<file path="src/rtl/mips_pkg.sv">
// mips_pkg: definitions shared by the multicycle MIPS controller, the ALU
// and the datapath.
//   state_t      - controller FSM states
//   OP_* / FN_*  - opcode and R-type funct field encodings
//   ALU_*        - 3-bit alu_control encodings
//   CAUSE_*      - exc_cause encodings
package mips_pkg;

  typedef enum logic [3:0] {
    S_FETCH,
    S_DECODE,
    S_MEMADR,
    S_MEMRD,
    S_MEMWB,
    S_MEMWR,
    S_EXEC,
    S_ALUWB,
    S_BRANCH,
    S_ADDIEX,
    S_ADDIWB,
    S_JUMP,
    S_EXC
  } state_t;

  localparam logic [5:0] OP_RTYPE = 6'b000000;
  localparam logic [5:0] OP_LW    = 6'b100011;
  localparam logic [5:0] OP_SW    = 6'b101011;
  localparam logic [5:0] OP_BEQ   = 6'b000100;
  localparam logic [5:0] OP_ADDI  = 6'b001000;
  localparam logic [5:0] OP_J     = 6'b000010;

  localparam logic [5:0] FN_ADD = 6'b100000;
  localparam logic [5:0] FN_SUB = 6'b100010;
  localparam logic [5:0] FN_AND = 6'b100100;
  localparam logic [5:0] FN_OR  = 6'b100101;
  localparam logic [5:0] FN_SLT = 6'b101010;

  localparam logic [2:0] ALU_AND = 3'b000;
  localparam logic [2:0] ALU_OR  = 3'b001;
  localparam logic [2:0] ALU_ADD = 3'b010;
  localparam logic [2:0] ALU_SUB = 3'b110;
  localparam logic [2:0] ALU_SLT = 3'b111;

  localparam logic CAUSE_OVERFLOW = 1'b0;
  localparam logic CAUSE_ILLEGAL  = 1'b1;

endpackage

</file>
<file path="src/rtl/mips_mc_ctrl_if.sv">
// mips_mc_ctrl_if: bundle between the multicycle controller and the datapath.
//   Datapath -> controller: op, funct, zero, of, mem_ready
//   Controller -> datapath: mux selects, write strobes, alu_control,
//                           exc / exc_cause
//   modport master: the controller; modport slave: the datapath side.
interface mips_mc_ctrl_if;

  logic [5:0] op;
  logic [5:0] funct;
  logic       zero;
  logic       of;
  logic       mem_ready;

  logic       iord;
  logic       mem_write;
  logic       ir_write;
  logic       reg_dst;
  logic       mem_to_reg;
  logic       reg_write;
  logic       alu_src_a;
  logic       pc_en;
  logic [1:0] alu_src_b;
  logic [1:0] pc_src;
  logic [2:0] alu_control;
  logic       exc;
  logic       exc_cause;

  modport master (
    input  op, funct, zero, of, mem_ready,
    output iord, mem_write, ir_write, reg_dst, mem_to_reg, reg_write,
           alu_src_a, pc_en, alu_src_b, pc_src, alu_control, exc, exc_cause
  );

  modport slave (
    output op, funct, zero, of, mem_ready,
    input  iord, mem_write, ir_write, reg_dst, mem_to_reg, reg_write,
           alu_src_a, pc_en, alu_src_b, pc_src, alu_control, exc, exc_cause
  );

endinterface

</file>
<file path="src/rtl/alu_dec.sv">
// alu_dec: combinational R-type funct decoder.
//   funct       in  6  R-type funct field
//   alu_control out 3  ALU operation (AND when the funct is illegal)
//   illegal     out 1  funct is not one of ADD/SUB/AND/OR/SLT
//   addsub      out 1  funct is ADD or SUB (the only overflow-checked ops)
module alu_dec
  import mips_pkg::*;
(
  input  logic [5:0] funct,
  output logic [2:0] alu_control,
  output logic       illegal,
  output logic       addsub
);

  always_comb begin
    // NOTE: every output gets a default before the case so no path leaves
    // a variable unassigned, which would infer a latch.
    alu_control = ALU_AND;
    illegal     = 1'b0;
    addsub      = 1'b0;
    unique case (funct)
      FN_ADD: begin alu_control = ALU_ADD; addsub = 1'b1; end
      FN_SUB: begin alu_control = ALU_SUB; addsub = 1'b1; end
      FN_AND: alu_control = ALU_AND;
      FN_OR:  alu_control = ALU_OR;
      FN_SLT: alu_control = ALU_SLT;
      default: illegal = 1'b1;
    endcase
  end

endmodule

</file>
<file path="src/rtl/mips_mc_ctrl.sv">
// mips_mc_ctrl: Moore-style control FSM for a multicycle MIPS datapath.
//   clk   in  single clock, rising edge
//   rst_n in  asynchronous active-low reset
//   bus   mips_mc_ctrl_if.master: instruction fields, ALU flags and memory
//         handshake in; datapath selects, strobes, alu_control and the
//         exception report out.
// The only input-dependent outputs are ir_write/pc_en in FETCH (follow
// mem_ready) and pc_en in BRANCH (follows zero). Write strobes are also
// gated by rst_n directly so they fall the instant reset asserts.
module mips_mc_ctrl
  import mips_pkg::*;
(
  input  logic           clk,
  input  logic           rst_n,
  mips_mc_ctrl_if.master bus
);

  state_t state_q, state_d;
  logic   cause_q, cause_d;

  logic [2:0] fn_alu;
  logic       fn_illegal;
  logic       fn_addsub;

  alu_dec u_alu_dec (
    .funct       (bus.funct),
    .alu_control (fn_alu),
    .illegal     (fn_illegal),
    .addsub      (fn_addsub)
  );

  // The cause is captured on entry to EXC and only presented while in EXC.
  always_ff @(posedge clk or negedge rst_n) begin
    if (!rst_n) begin
      // NOTE: state updates use non-blocking assignments so every flop
      // samples pre-edge values regardless of statement order.
      state_q <= S_FETCH;
      cause_q <= CAUSE_OVERFLOW;
    end else begin
      state_q <= state_d;
      if (state_d == S_EXC) cause_q <= cause_d;
    end
  end

  always_comb begin
    state_d         = state_q;
    cause_d         = CAUSE_OVERFLOW;
    bus.iord        = 1'b0;
    bus.mem_write   = 1'b0;
    bus.ir_write    = 1'b0;
    bus.reg_dst     = 1'b0;
    bus.mem_to_reg  = 1'b0;
    bus.reg_write   = 1'b0;
    bus.alu_src_a   = 1'b0;
    bus.pc_en       = 1'b0;
    bus.alu_src_b   = 2'b00;
    bus.pc_src      = 2'b00;
    bus.alu_control = ALU_AND;
    bus.exc         = 1'b0;
    bus.exc_cause   = 1'b0;

    unique case (state_q)
      S_FETCH: begin
        bus.alu_src_b   = 2'b01;
        bus.alu_control = ALU_ADD;
        bus.ir_write    = bus.mem_ready;
        bus.pc_en       = bus.mem_ready;
        if (bus.mem_ready) state_d = S_DECODE;
      end
      S_DECODE: begin
        // ALU precomputes the branch target while the opcode is decoded.
        bus.alu_src_b   = 2'b11;
        bus.alu_control = ALU_ADD;
        unique case (bus.op)
          OP_LW, OP_SW: state_d = S_MEMADR;
          OP_RTYPE:     state_d = S_EXEC;
          OP_BEQ:       state_d = S_BRANCH;
          OP_ADDI:      state_d = S_ADDIEX;
          OP_J:         state_d = S_JUMP;
          default: begin
            state_d = S_EXC;
            cause_d = CAUSE_ILLEGAL;
          end
        endcase
      end
      S_MEMADR: begin
        bus.alu_src_a   = 1'b1;
        bus.alu_src_b   = 2'b10;
        bus.alu_control = ALU_ADD;
        state_d = (bus.op == OP_SW) ? S_MEMWR : S_MEMRD;
      end
      S_MEMRD: begin
        bus.iord = 1'b1;
        if (bus.mem_ready) state_d = S_MEMWB;
      end
      S_MEMWB: begin
        bus.mem_to_reg = 1'b1;
        bus.reg_write  = 1'b1;
        state_d = S_FETCH;
      end
      S_MEMWR: begin
        bus.iord      = 1'b1;
        bus.mem_write = 1'b1;
        if (bus.mem_ready) state_d = S_FETCH;
      end
      S_EXEC: begin
        bus.alu_src_a   = 1'b1;
        bus.alu_control = fn_alu;
        if (fn_illegal) begin
          state_d = S_EXC;
          cause_d = CAUSE_ILLEGAL;
        end else if (fn_addsub && bus.of) begin
          state_d = S_EXC;
          cause_d = CAUSE_OVERFLOW;
        end else begin
          state_d = S_ALUWB;
        end
      end
      S_ALUWB: begin
        bus.reg_dst   = 1'b1;
        bus.reg_write = 1'b1;
        state_d = S_FETCH;
      end
      S_BRANCH: begin
        bus.alu_src_a   = 1'b1;
        bus.alu_control = ALU_SUB;
        bus.pc_src      = 2'b01;
        bus.pc_en       = bus.zero;
        state_d = S_FETCH;
      end
      S_ADDIEX: begin
        bus.alu_src_a   = 1'b1;
        bus.alu_src_b   = 2'b10;
        bus.alu_control = ALU_ADD;
        if (bus.of) begin
          state_d = S_EXC;
          cause_d = CAUSE_OVERFLOW;
        end else begin
          state_d = S_ADDIWB;
        end
      end
      S_ADDIWB: begin
        bus.reg_write = 1'b1;
        state_d = S_FETCH;
      end
      S_JUMP: begin
        bus.pc_src = 2'b10;
        bus.pc_en  = 1'b1;
        state_d = S_FETCH;
      end
      S_EXC: begin
        bus.exc       = 1'b1;
        bus.exc_cause = cause_q;
        state_d = S_FETCH;
      end
      default: state_d = S_FETCH;
    endcase

    // Asynchronous kill of every write strobe while reset is asserted.
    if (!rst_n) begin
      bus.ir_write  = 1'b0;
      bus.pc_en     = 1'b0;
      bus.reg_write = 1'b0;
      bus.mem_write = 1'b0;
    end
  end

endmodule

</file>
<file path="src/flat_wrapper.sv">
// flat-port wrapper written by rule: the top's interface ports become plain ports
module mips_mc_ctrl_flat import mips_pkg::*;
  (clk, rst_n, bus_op, bus_funct, bus_zero, bus_of, bus_mem_ready, bus_iord, bus_mem_write, bus_ir_write, bus_reg_dst, bus_mem_to_reg, bus_reg_write, bus_alu_src_a, bus_pc_en, bus_alu_src_b, bus_pc_src, bus_alu_control, bus_exc, bus_exc_cause);
  mips_mc_ctrl_if bus_i ();
  input  logic clk;
  input  logic rst_n;
  input wire logic [$bits(bus_i.op)-1:0] bus_op;
  input wire logic [$bits(bus_i.funct)-1:0] bus_funct;
  input wire logic [$bits(bus_i.zero)-1:0] bus_zero;
  input wire logic [$bits(bus_i.of)-1:0] bus_of;
  input wire logic [$bits(bus_i.mem_ready)-1:0] bus_mem_ready;
  output wire logic [$bits(bus_i.iord)-1:0] bus_iord;
  output wire logic [$bits(bus_i.mem_write)-1:0] bus_mem_write;
  output wire logic [$bits(bus_i.ir_write)-1:0] bus_ir_write;
  output wire logic [$bits(bus_i.reg_dst)-1:0] bus_reg_dst;
  output wire logic [$bits(bus_i.mem_to_reg)-1:0] bus_mem_to_reg;
  output wire logic [$bits(bus_i.reg_write)-1:0] bus_reg_write;
  output wire logic [$bits(bus_i.alu_src_a)-1:0] bus_alu_src_a;
  output wire logic [$bits(bus_i.pc_en)-1:0] bus_pc_en;
  output wire logic [$bits(bus_i.alu_src_b)-1:0] bus_alu_src_b;
  output wire logic [$bits(bus_i.pc_src)-1:0] bus_pc_src;
  output wire logic [$bits(bus_i.alu_control)-1:0] bus_alu_control;
  output wire logic [$bits(bus_i.exc)-1:0] bus_exc;
  output wire logic [$bits(bus_i.exc_cause)-1:0] bus_exc_cause;
  assign bus_i.op = bus_op;
  assign bus_i.funct = bus_funct;
  assign bus_i.zero = bus_zero;
  assign bus_i.of = bus_of;
  assign bus_i.mem_ready = bus_mem_ready;
  assign bus_iord = bus_i.iord;
  assign bus_mem_write = bus_i.mem_write;
  assign bus_ir_write = bus_i.ir_write;
  assign bus_reg_dst = bus_i.reg_dst;
  assign bus_mem_to_reg = bus_i.mem_to_reg;
  assign bus_reg_write = bus_i.reg_write;
  assign bus_alu_src_a = bus_i.alu_src_a;
  assign bus_pc_en = bus_i.pc_en;
  assign bus_alu_src_b = bus_i.alu_src_b;
  assign bus_pc_src = bus_i.pc_src;
  assign bus_alu_control = bus_i.alu_control;
  assign bus_exc = bus_i.exc;
  assign bus_exc_cause = bus_i.exc_cause;
  mips_mc_ctrl u_core (.clk(clk), .rst_n(rst_n), .bus(bus_i));
endmodule
</file>
<file path="config.mk">
export PLATFORM = sky130hd
export DESIGN_NAME = mips_mc_ctrl_flat
export DESIGN_NICKNAME = d
export VERILOG_FILES = /design/src/rtl/mips_pkg.sv /design/src/rtl/mips_mc_ctrl_if.sv /design/src/rtl/alu_dec.sv /design/src/rtl/mips_mc_ctrl.sv /design/src/flat_wrapper.sv
export SDC_FILE = /design/constraint.sdc
export NUM_CORES = 1
export LEC_CHECK = 0
export CAP_MARGIN = 20
export CORE_ASPECT_RATIO = 0.75
export CORE_MARGIN = 4
export CORE_UTILIZATION = 41
export CTS_CLUSTER_SIZE = 8
export DETAILED_ROUTE_END_ITERATION = 7
export PLACE_DENSITY = 0.78
export SLEW_MARGIN = 15
export SYNTH_ARGS = -nofsm -noshare
export SYNTH_HDL_FRONTEND = slang
export SYNTH_SLANG_ARGS = --single-unit
export TNS_END_PERCENT = 30
</file>
<file path="constraint.sdc">
create_clock -name clk -period 2.3 [get_ports clk]
set_input_delay 0.23 -clock clk [delete_from_list [all_inputs] [get_ports clk]]
set_output_delay 0.23 -clock clk [all_outputs]
set_load 0.02 [all_outputs]
</file>
# Word-level counts from Yosys, hierarchy flattened
# Index checks and enable logic that the tools add are counted.
# totals
reg_bits,5
input_bits,17
output_inout_bits,17
# op_classes
eq_ne,23
muxes,31
n_reduce_logical,12
# ops
op,count
6-bit equality test (second input constant),7
4-bit case mux with 7 select lines,1
4-bit equality test (second input constant),6
4-bit two-way mux,5
4-bit case mux with 5 select lines,1
4-bit by 3-bit equality test with 1-bit output (second input constant),4
1-bit two-way mux,16
3-bit case mux with 4 select lines,1
3-bit case mux with 3 select lines,1
4-bit by 2-bit equality test with 1-bit output (second input constant),2
2-bit OR reduction,4
4-bit OR reduction,2
6-bit by 2-bit equality test with 1-bit output (second input constant),1
6-bit by 3-bit equality test with 1-bit output (second input constant),1
6-bit by 4-bit equality test with 1-bit output (second input constant),1
6-bit zero test,1
3-bit two-way mux,2
2-bit case mux with 3 select lines,1
6-bit OR reduction,1
5-bit OR reduction,1
4-bit by 1-bit equality test with 1-bit output (second input constant),1
4-bit zero test,1
2-bit case mux with 2 select lines,1
1-bit case mux with 3 select lines,1
other kinds (3),3

# Logic depth before layout (Yosys ltp)
# Gate-level depths: netlist (run 1).
# logic_depth
depth_word,8
mapped_depth,6
depth_no_buf,5

# Modules after synthesis
# Synthesis (run 1) repeated with hierarchy kept, for this count alone.
# hier_totals
cells_unflattened,109
hier_area_um2,804.5
# by_module_without_submodules
module,instances,cells_per_inst,area_each_um2,seq_area_each_um2
mips_mc_ctrl,1,97,713.2,125.1
alu_dec,1,12,91.3,0.0

# Least setup slack after synthesis (run 1)
# OpenSTA, ideal clock, no wires.
# synth_path
kind,register to output
start,register u_core.state_q[1]
end,output port bus_reg_write
arrival_time_ns,1.553
required_ns,2.070
path_slack_ns,0.517
stages_incl_launch_ff,7
n_path_buf,2
path_cell_list,dfrtp_1 > buf_4 > clkbuf_1 > nand2_1 > nor2_1 > a21oi_1 > nor2_1
# synth_between
elab_chain_len,4
# synth_lines
element,line_no,rtl
start: declaration,mips_mc_ctrl.sv:18,"state_t state_q, state_d;"
start signal: assignment,mips_mc_ctrl.sv:40,state_q <= state_d;
4-bit by 3-bit equality test with 1-bit output or 4-bit equality test (tied branches),mips_mc_ctrl.sv:62,unique case (state_q)
3-bit OR reduction (no line) (*),--,
1-bit two-way mux (*),mips_mc_ctrl.sv:62,
1-bit two-way mux (*),mips_mc_ctrl.sv:160,if (!rst_n) begin
end: declaration,flat_wrapper.sv:17,output wire logic [$bits(bus_i.reg_write)-1:0] bus_reg_write;
# Mark *: on every way between the ends. The rest lies on a longest branch, timed or not.

# Final worst setup path (run 1)
# layout_path
start,register u_core.state_q[3]
end,output port bus_alu_control[2]
# layout_between
elab_chain_len,3
# layout_lines
element,line_no,rtl
4-bit by 2-bit equality test with 1-bit output (tied with other cells),mips_mc_ctrl.sv:62,
4-bit OR reduction (no line),--,
3-bit case mux with 3 select lines (*),mips_mc_ctrl.sv:62,
end: declaration,flat_wrapper.sv:22,output wire logic [$bits(bus_i.alu_control)-1:0] bus_alu_control;
# Marked as above.

==> run metrics, run 1 <==
result of the run=completed; final instance area=roughly 1200 sq um; largest fanout of any net on the critical path=8; core area=1773 sq um; H-tree levels=1; static leakage power=around 0.53 nW; Final Hold Viols=0; simple logic cell fraction of the synthesized area=around two fifths; Critical Path, Cell by Cell=buf_4 -> nand2b_1 -> nor3_1 -> a31o_2 -> clkdlybuf4s50_1; kind of start point of the critical path=flop; worst hold-check path type=primary input to asynchronous set/reset pin; Post-Synth XOR/XNOR Area=between 3 and 4%; worst vdd rail ir drop=0.6742 mV; DR WL/cell=14.74 um; number of buffer and inverter stages on the critical path=2; clk sink count=5; total nets after synthesis=approximately 120; maximum clock rate=459.2 MHz; vias per cell=around 5.7; Slew HR=between 70 and 80%; share of Yosys cell area claimed by the top area cell type=about 16%; number of antenna repair diodes=0; total global routing overflow=0; Synth async-reset ratio=between 90% and 100%; CTS max path bufs=2; post-synthesis sequential element count=5; 1st-pass router iterations=4; compound-cell area share of the yosys netlist=between 30% and 40%; power per cell area=1001 nW/um^2; Synth Area in Adders=0%; horizontal die dimension=approximately 58 um; Routed Antenna Nets=0; placed instance area=1174 sq um; mux share of post-synthesis cell area=between 4 and 5%; data required time of the worst path=2070 ps; largest net degree at the start of global routing=15; count of endpoints failing setup in the final report=0; via count of the first global-routing pass=888; sequential area share after synthesis=between 10% and 20%; top_reg_cell synth=sky130_fd_sc_hd__dfrtp_1; biggest area consumer among synthesized cells=sky130_fd_sc_hd__dfrtp_1; stage delay of the slowest cell on the critical path=590 ps; total number of nets in the final design=approximately 160; vias post-DR=~900; count of filler cells inserted in the layout=153; FF+latch area=~130 sq um; final max-slew violation count=0; Synth Cell Area=approximately 780 sq um; clock-pin slew on the worst setup and hold paths=roughly 40 ps; global router's overall resource usage=a little under a fifth; clock latency on the worst-skew pair=approximately 230 ps; multi-input combinational cell area=600.6 sq um; share of post-route cells with drive strength above 1=between 10% and 20%; Die Area=2666 sq um; Area contributors post-synth=sky130_fd_sc_hd__dfrtp_1 16%, sky130_fd_sc_hd__nor3_1 7.7%, sky130_fd_sc_hd__nor2_1 5.8%; Initial Util=between 40 and 50%; TritonCTS clock tree=done; RSZ-0062 raised after global routing=false; instance count of the mapped netlist=between 100 and 150; Cell variety after synth=46; period utilisation layout=94.69%; total half-perimeter wirelength after legalization and detailed placement=about 2000 um; final standard cell utilization of the core=between 60% and 70%; Die Span Y=~46 um; Area growth syn-to-layout=55.15%; top library cells by usage in the layout, fill and taps aside=29 x sky130_fd_sc_hd__clkdlybuf4s50_1, 12 x sky130_fd_sc_hd__nor3_1, 12 x sky130_fd_sc_hd__nor2_1, 9 x sky130_fd_sc_hd__buf_4; post-layout power=around 1.2 mW; number of violations of the max-capacitance limit=0; DRC violation count after routing=0; total number of yosys warnings=0; maximum clock skew at final layout=~1.3 ps; Final Critical Period=~2200 ps; mean instance size in the synthesized netlist=around 7.7 sq um; total I/O pin count=34; family of cells with the greatest summed delay on the critical path=buffers and inverters; Total Negative Setup Slacks=0 ps; combinational family with the most area after synthesis=simple AND/OR/NAND/NOR gates; weighted congestion reported at the end of routability-driven placement=approximately 0.86; IO buf count=33; global-route wire length before repair=3960 um; standard-cell row count=13; Critical Setup Path Class=flop to output pin; total wire length after detailed routing=2403 um; Arr. time, crit path=between 1500 and 2000 ps; transition time of the tightest slew-check pin=368.3 ps; 1st-iter DRT viols=30; initial antenna violation count=0; slowest stage cell on the critical path=sky130_fd_sc_hd__clkdlybuf4s50_1; number of enable-type register cells in the synthesized netlist=0; commonest non-fill, non-tap cell in the layout=sky130_fd_sc_hd__clkdlybuf4s50_1; category of the worst setup path capture point=output pin; number of buffers added by the clock tree synthesis step=3; CTS Root Cell=sky130_fd_sc_hd__clkbuf_4
-- registers in the layout (all words and copies together) (netlist names) --
signal          count
u_core.state_q      4
u_core.cause_q      1
-- per-stage QoR --
| step | hold WS, ps | instances | worst slack (ps) |
|---|---|---|---|
| 2_1_floorplan | -65.59 | 101 | 517.1 |
| 3_3_place_gp | 439.2 | 159 | 159.7 |
| 3_5_place_dp | 437.2 | 159 | 121.7 |
| 4_1_cts | 180.4 | 163 | 22.64 |
| 5_1_grt | 173.8 | 163 | 17.83 |
| 6_report | 192.9 | 163 | 122.2 |
-- cells in the mapped netlist, types with 2 or more instances --
cell,number
sky130_fd_sc_hd__nand4_1,2
sky130_fd_sc_hd__nor3_1,12
sky130_fd_sc_hd__nor2_1,12
sky130_fd_sc_hd__nand2b_1,4
sky130_fd_sc_hd__inv_1,6
sky130_fd_sc_hd__o21ai_0,3
sky130_fd_sc_hd__and3_1,2
sky130_fd_sc_hd__nand3_1,2
sky130_fd_sc_hd__dfrtp_1,5
sky130_fd_sc_hd__mux2i_1,2
sky130_fd_sc_hd__or3_1,2
sky130_fd_sc_hd__a21oi_1,2
sky130_fd_sc_hd__nand2_1,6
sky130_fd_sc_hd__buf_2,3
sky130_fd_sc_hd__a31oi_1,4
sky130_fd_sc_hd__xnor2_1,2
sky130_fd_sc_hd__clkbuf_1,2
sky130_fd_sc_hd__o211a_1,2
-- cell type report --
| cell class | instances | share of cell area (%) |
|---|---|---|
| well taps | 22 | 2.280 |
| clock buffers | 4 | 2.176 |
| multi-input cells | 84 | 49.74 |
| inverters | 6 | 1.865 |
| flip-flops and latches | 5 | 10.47 |
| repair buffers | 42 | 33.47 |
-- path summary, 6_finish.rpt --
path	start	end	slack, ps	cells past startpoint
max reg2reg	u_core.state_q[3]$_DFF_PN0_	u_core.cause_q$_DFFE_PN0N_	340	5
min	rst_n	u_core.state_q[3]$_DFF_PN0_	190	1
min reg2reg	u_core.cause_q$_DFFE_PN0N_	u_core.cause_q$_DFFE_PN0N_	510	1
max in group asynchronous	rst_n	u_core.state_q[0]$_DFF_PN0_	1810	2
min in group clk	u_core.cause_q$_DFFE_PN0N_	u_core.cause_q$_DFFE_PN0N_	510	1
max	u_core.state_q[3]$_DFF_PN0_	bus_alu_control[2]	120	5
-- metal layers --
metal	share of wire (%)	wire (um)	up-vias	global-route usage (%)
met1	47	1138	429	24.24
met4	0.71	17	0	7.407
met5	0	0	-	0
met2	47	1137	25	32.74
li1	-	-	469	-
met3	4.6	110	2	1.700
-- report_power, final --
| part | switching (mW) | internal [mW] |
|---|---|---|
| registers | 0.0656 | 0.127 |
| logic | 0.481 | 0.437 |
| clock network | 0.0320 | 0.0653 |
| total | 0.579 | 0.629 |
-- cell families after synthesis --
logic type	count (synthesis)
and+or+nand+nor	53
AOI/OAI and AO/OA	25
buffers and inverters	12
muxes	3
xor gates and xnor gates	3
DFF	5
-- repair_timing --
| action | in CTS | in global routing |
|---|---|---|
| hold buffers | 0 | 0 |
| setup endpoints to repair | 1 | 5 |
| hold endpoints to repair | 0 | 0 |
| pin swaps | 0 | 0 |
| buffers inserted | 0 | 0 |
| gates resized for setup | 1 | 4 |
Note: power is estimated with default switching activity, not from simulation.
==> run 2, diff against run 1 <==
--- a/config.mk
+++ b/config.mk
@@ -7,11 +7,11 @@
 export LEC_CHECK = 0
 export CAP_MARGIN = 20
 export CORE_ASPECT_RATIO = 0.75
-export CORE_MARGIN = 4
 export CORE_UTILIZATION = 41
 export CTS_CLUSTER_SIZE = 8
 export DETAILED_ROUTE_END_ITERATION = 7
 export PLACE_DENSITY = 0.78
+export RECOVER_POWER = 25
 export SLEW_MARGIN = 15
 export SYNTH_ARGS = -nofsm -noshare
 export SYNTH_HDL_FRONTEND = slang
==> run metrics, run 2 (synthesis gave the netlist of run 1 again) <==
Worst Hold Slack=283.0 ps (+90.07 ps); P_int=633.1 uW (+0.61%); worst-case setup margin in the final layout=106.3 ps (-15.92 ps); total number of nets in the final design=159 (unchanged); quantity of hold-fixing buffers added after cts=0 (unchanged); total global routing overflow=0 (unchanged); Die Span Y=39.73 um (-13%); Switching Power=572.2 uW (-1.1%); static leakage power=0.4933 nW (-6.0%); worst vdd rail ir drop=0.8202 mV (+22%); Largest register FFs=4 (unchanged); TritonCTS clock tree=done; worst hold-check path type=primary input to asynchronous set/reset pin; Die Area=2078 sq um (-22%); Final Critical Period=2194 ps (+15.92 ps); initial antenna violation count=0 (unchanged); registers with the highest flip-flop counts=u_core.state_q (4), u_core.cause_q (1); maximum clock rate=455.9 MHz (-0.73%); via count of the first global-routing pass=810 (-8.8%); number of buffers added by the clock tree synthesis step=3 (unchanged); Resized Gates After CTS=1 (unchanged); weighted congestion reported at the end of routability-driven placement=0.8716 (+1.5%); largest fanout of any net on the critical path=8 (unchanged); result of the run=completed; share of post-route cells with drive strength above 1=14.89% (unchanged); category of the worst setup path capture point=output pin; RSZ-0062 raised after global routing=false; DR WL/cell=13.37 um (-9.3%); top library cells by usage in the layout, fill and taps aside=30 x sky130_fd_sc_hd__clkdlybuf4s50_1, 12 x sky130_fd_sc_hd__nor2_1, 11 x sky130_fd_sc_hd__nor3_1, 8 x sky130_fd_sc_hd__buf_4; data required time of the worst path=2070 ps (about the same); total half-perimeter wirelength after legalization and detailed placement=1748 um (-13%); CTS max path bufs=2 (unchanged); number of violations of the max-capacitance limit=0 (unchanged); Area growth syn-to-layout=54.66%; kind of start point of the critical path=flop; period utilisation layout=95.38% (+0.69 points); H-tree levels=1 (unchanged); maximum clock skew at final layout=0.5673 ps (-0.7677 ps); Total Negative Setup Slacks=0 ps (unchanged); relative contribution of sequential cells to total power=15.9% (about the same); global-route wire length before repair=3643 um (-8.0%); proportion of power drawn by the clock network=8.1% (about the same); placed instance area=1174 sq um (unchanged); 1st-pass router iterations=4 (unchanged); commonest non-fill, non-tap cell in the layout=sky130_fd_sc_hd__clkdlybuf4s50_1; clk sink count=5 (unchanged); largest net degree at the start of global routing=15 (unchanged); final max-slew violation count=0 (unchanged); standard-cell row count=13 (unchanged); Post CTS Setup Buffer Count=0 (unchanged); clock-pin slew on the worst setup and hold paths=40 ps (about the same); horizontal die dimension=52.31 um (-10%); Critical Setup Path Class=flop to output pin; core area=1757 sq um (-0.92%); number of antenna repair diodes=0 (unchanged); clock latency on the worst-skew pair=230 ps (about the same); 1st-iter DRT viols=21 (-30%); Placement Setup Slack=127.3 ps (+5.593 ps); fraction of power consumed by combinational cells=76.0% (about the same); transition time of the tightest slew-check pin=378.6 ps (+10.36 ps); power per cell area=1001 nW/um^2 (about the same); Switching Fraction=47.47% (-0.44 points); DRC violation count after routing=0 (unchanged); count of endpoints failing setup in the final report=0 (unchanged); total I/O pin count=34 (unchanged); IO buf count=33 (unchanged); vias post-DR=909 (-1.7%); post-layout power=1.205 mW (-0.22%); global router's overall resource usage=24.46% (+5.6 points); register bank with the most flops=u_core.state_q; Arr. time, crit path=1960 ps (about the same); CTS Root Cell=sky130_fd_sc_hd__clkbuf_4; vias per cell=5.577 (-1.7%); total wire length after detailed routing=2179 um (-9.3%); Initial Util=44.30% (+0.41 points); Slew HR=74.41% (-0.94 points); Routed Antenna Nets=0 (unchanged); Final Hold Viols=0 (unchanged); final instance area=1204 sq um (-0.31%)
## run 2: changes by cell type in the layout (fill, tap and decap cells not counted)
cell | previous run | this run
sky130_fd_sc_hd__buf_4 | 9 | 8
sky130_fd_sc_hd__clkbuf_1 | 1 | 2
sky130_fd_sc_hd__clkdlybuf4s50_1 | 29 | 30
sky130_fd_sc_hd__dlygate4sd3_1 | 0 | 1
sky130_fd_sc_hd__dlymetal6s2s_1 | 3 | 1
sky130_fd_sc_hd__nor3_1 | 12 | 11
sky130_fd_sc_hd__nor3_2 | 0 | 1
## run 2: final timing paths
check	slack, ps	end	start	cells past startpoint
worst max-delay path	110	bus_alu_control[2]	u_core.state_q[2]$_DFF_PN0_	3
worst min-delay path	280	u_core.cause_q$_DFFE_PN0N_	rst_n	1
worst max register to register	350	u_core.cause_q$_DFFE_PN0N_	u_core.state_q[2]$_DFF_PN0_	5
worst min register to register	490	u_core.cause_q$_DFFE_PN0N_	u_core.cause_q$_DFFE_PN0N_	1
max in group asynchronous	1650	u_core.state_q[3]$_DFF_PN0_	rst_n	2
min in group clk	490	u_core.cause_q$_DFFE_PN0N_	u_core.cause_q$_DFFE_PN0N_	1
## run 2: routing by layer
| metal | track usage (%) | vias to the layer above | share of wire [%] |
|---|---|---|---|
| li1 | - | 465 | - |
| met1 | 32.35 | 418 | 49 |
| met2 | 41.77 | 26 | 48 |
| met3 | 2.326 | 0 | 3.2 |
| met4 | 7.895 | 0 | 0 |
| met5 | 0 | - | 0 |
## run 2: area by class of cell
| class | instances | area (sq um) |
|---|---|---|
| fillers | 154 | 553.0 |
| multi-input cells | 84 | 605.6 |
| well taps | 22 | 27.53 |
| flip-flops and latches | 5 | 126.4 |
| clock buffers | 4 | 26.28 |
| repair buffers | 42 | 395.4 |
| inverters | 6 | 22.52 |
## run 2: power groups by stage
| stage | logic [mW] | clock network (mW) | registers [mW] |
|---|---|---|---|
| finish | 0.917 | 0.0973 | 0.191 |
| global route | 0.994 | 0.105 | 0.201 |
| CTS | 0.916 | 0.104 | 0.189 |
| detailed placement | 0.913 | 0 | 0.190 |
| global placement | 0.902 | 0 | 0.192 |
| floorplan | 0.608 | 0 | 0.151 |
## run 2: through the flow
stage,cells,util (%)
CTS,163,68.23
detailed placement,159,66.81
finish,163,68.52
floorplan,101,-
global route,163,68.52
global placement,159,66.81
## run 2: worst max-delay path, cell delays in order, from the launching register on
cell and delay [ps]:
sky130_fd_sc_hd__dfrtp_1 480, sky130_fd_sc_hd__nor4bb_1 440, sky130_fd_sc_hd__a31o_2 220, sky130_fd_sc_hd__clkdlybuf4s50_1 590
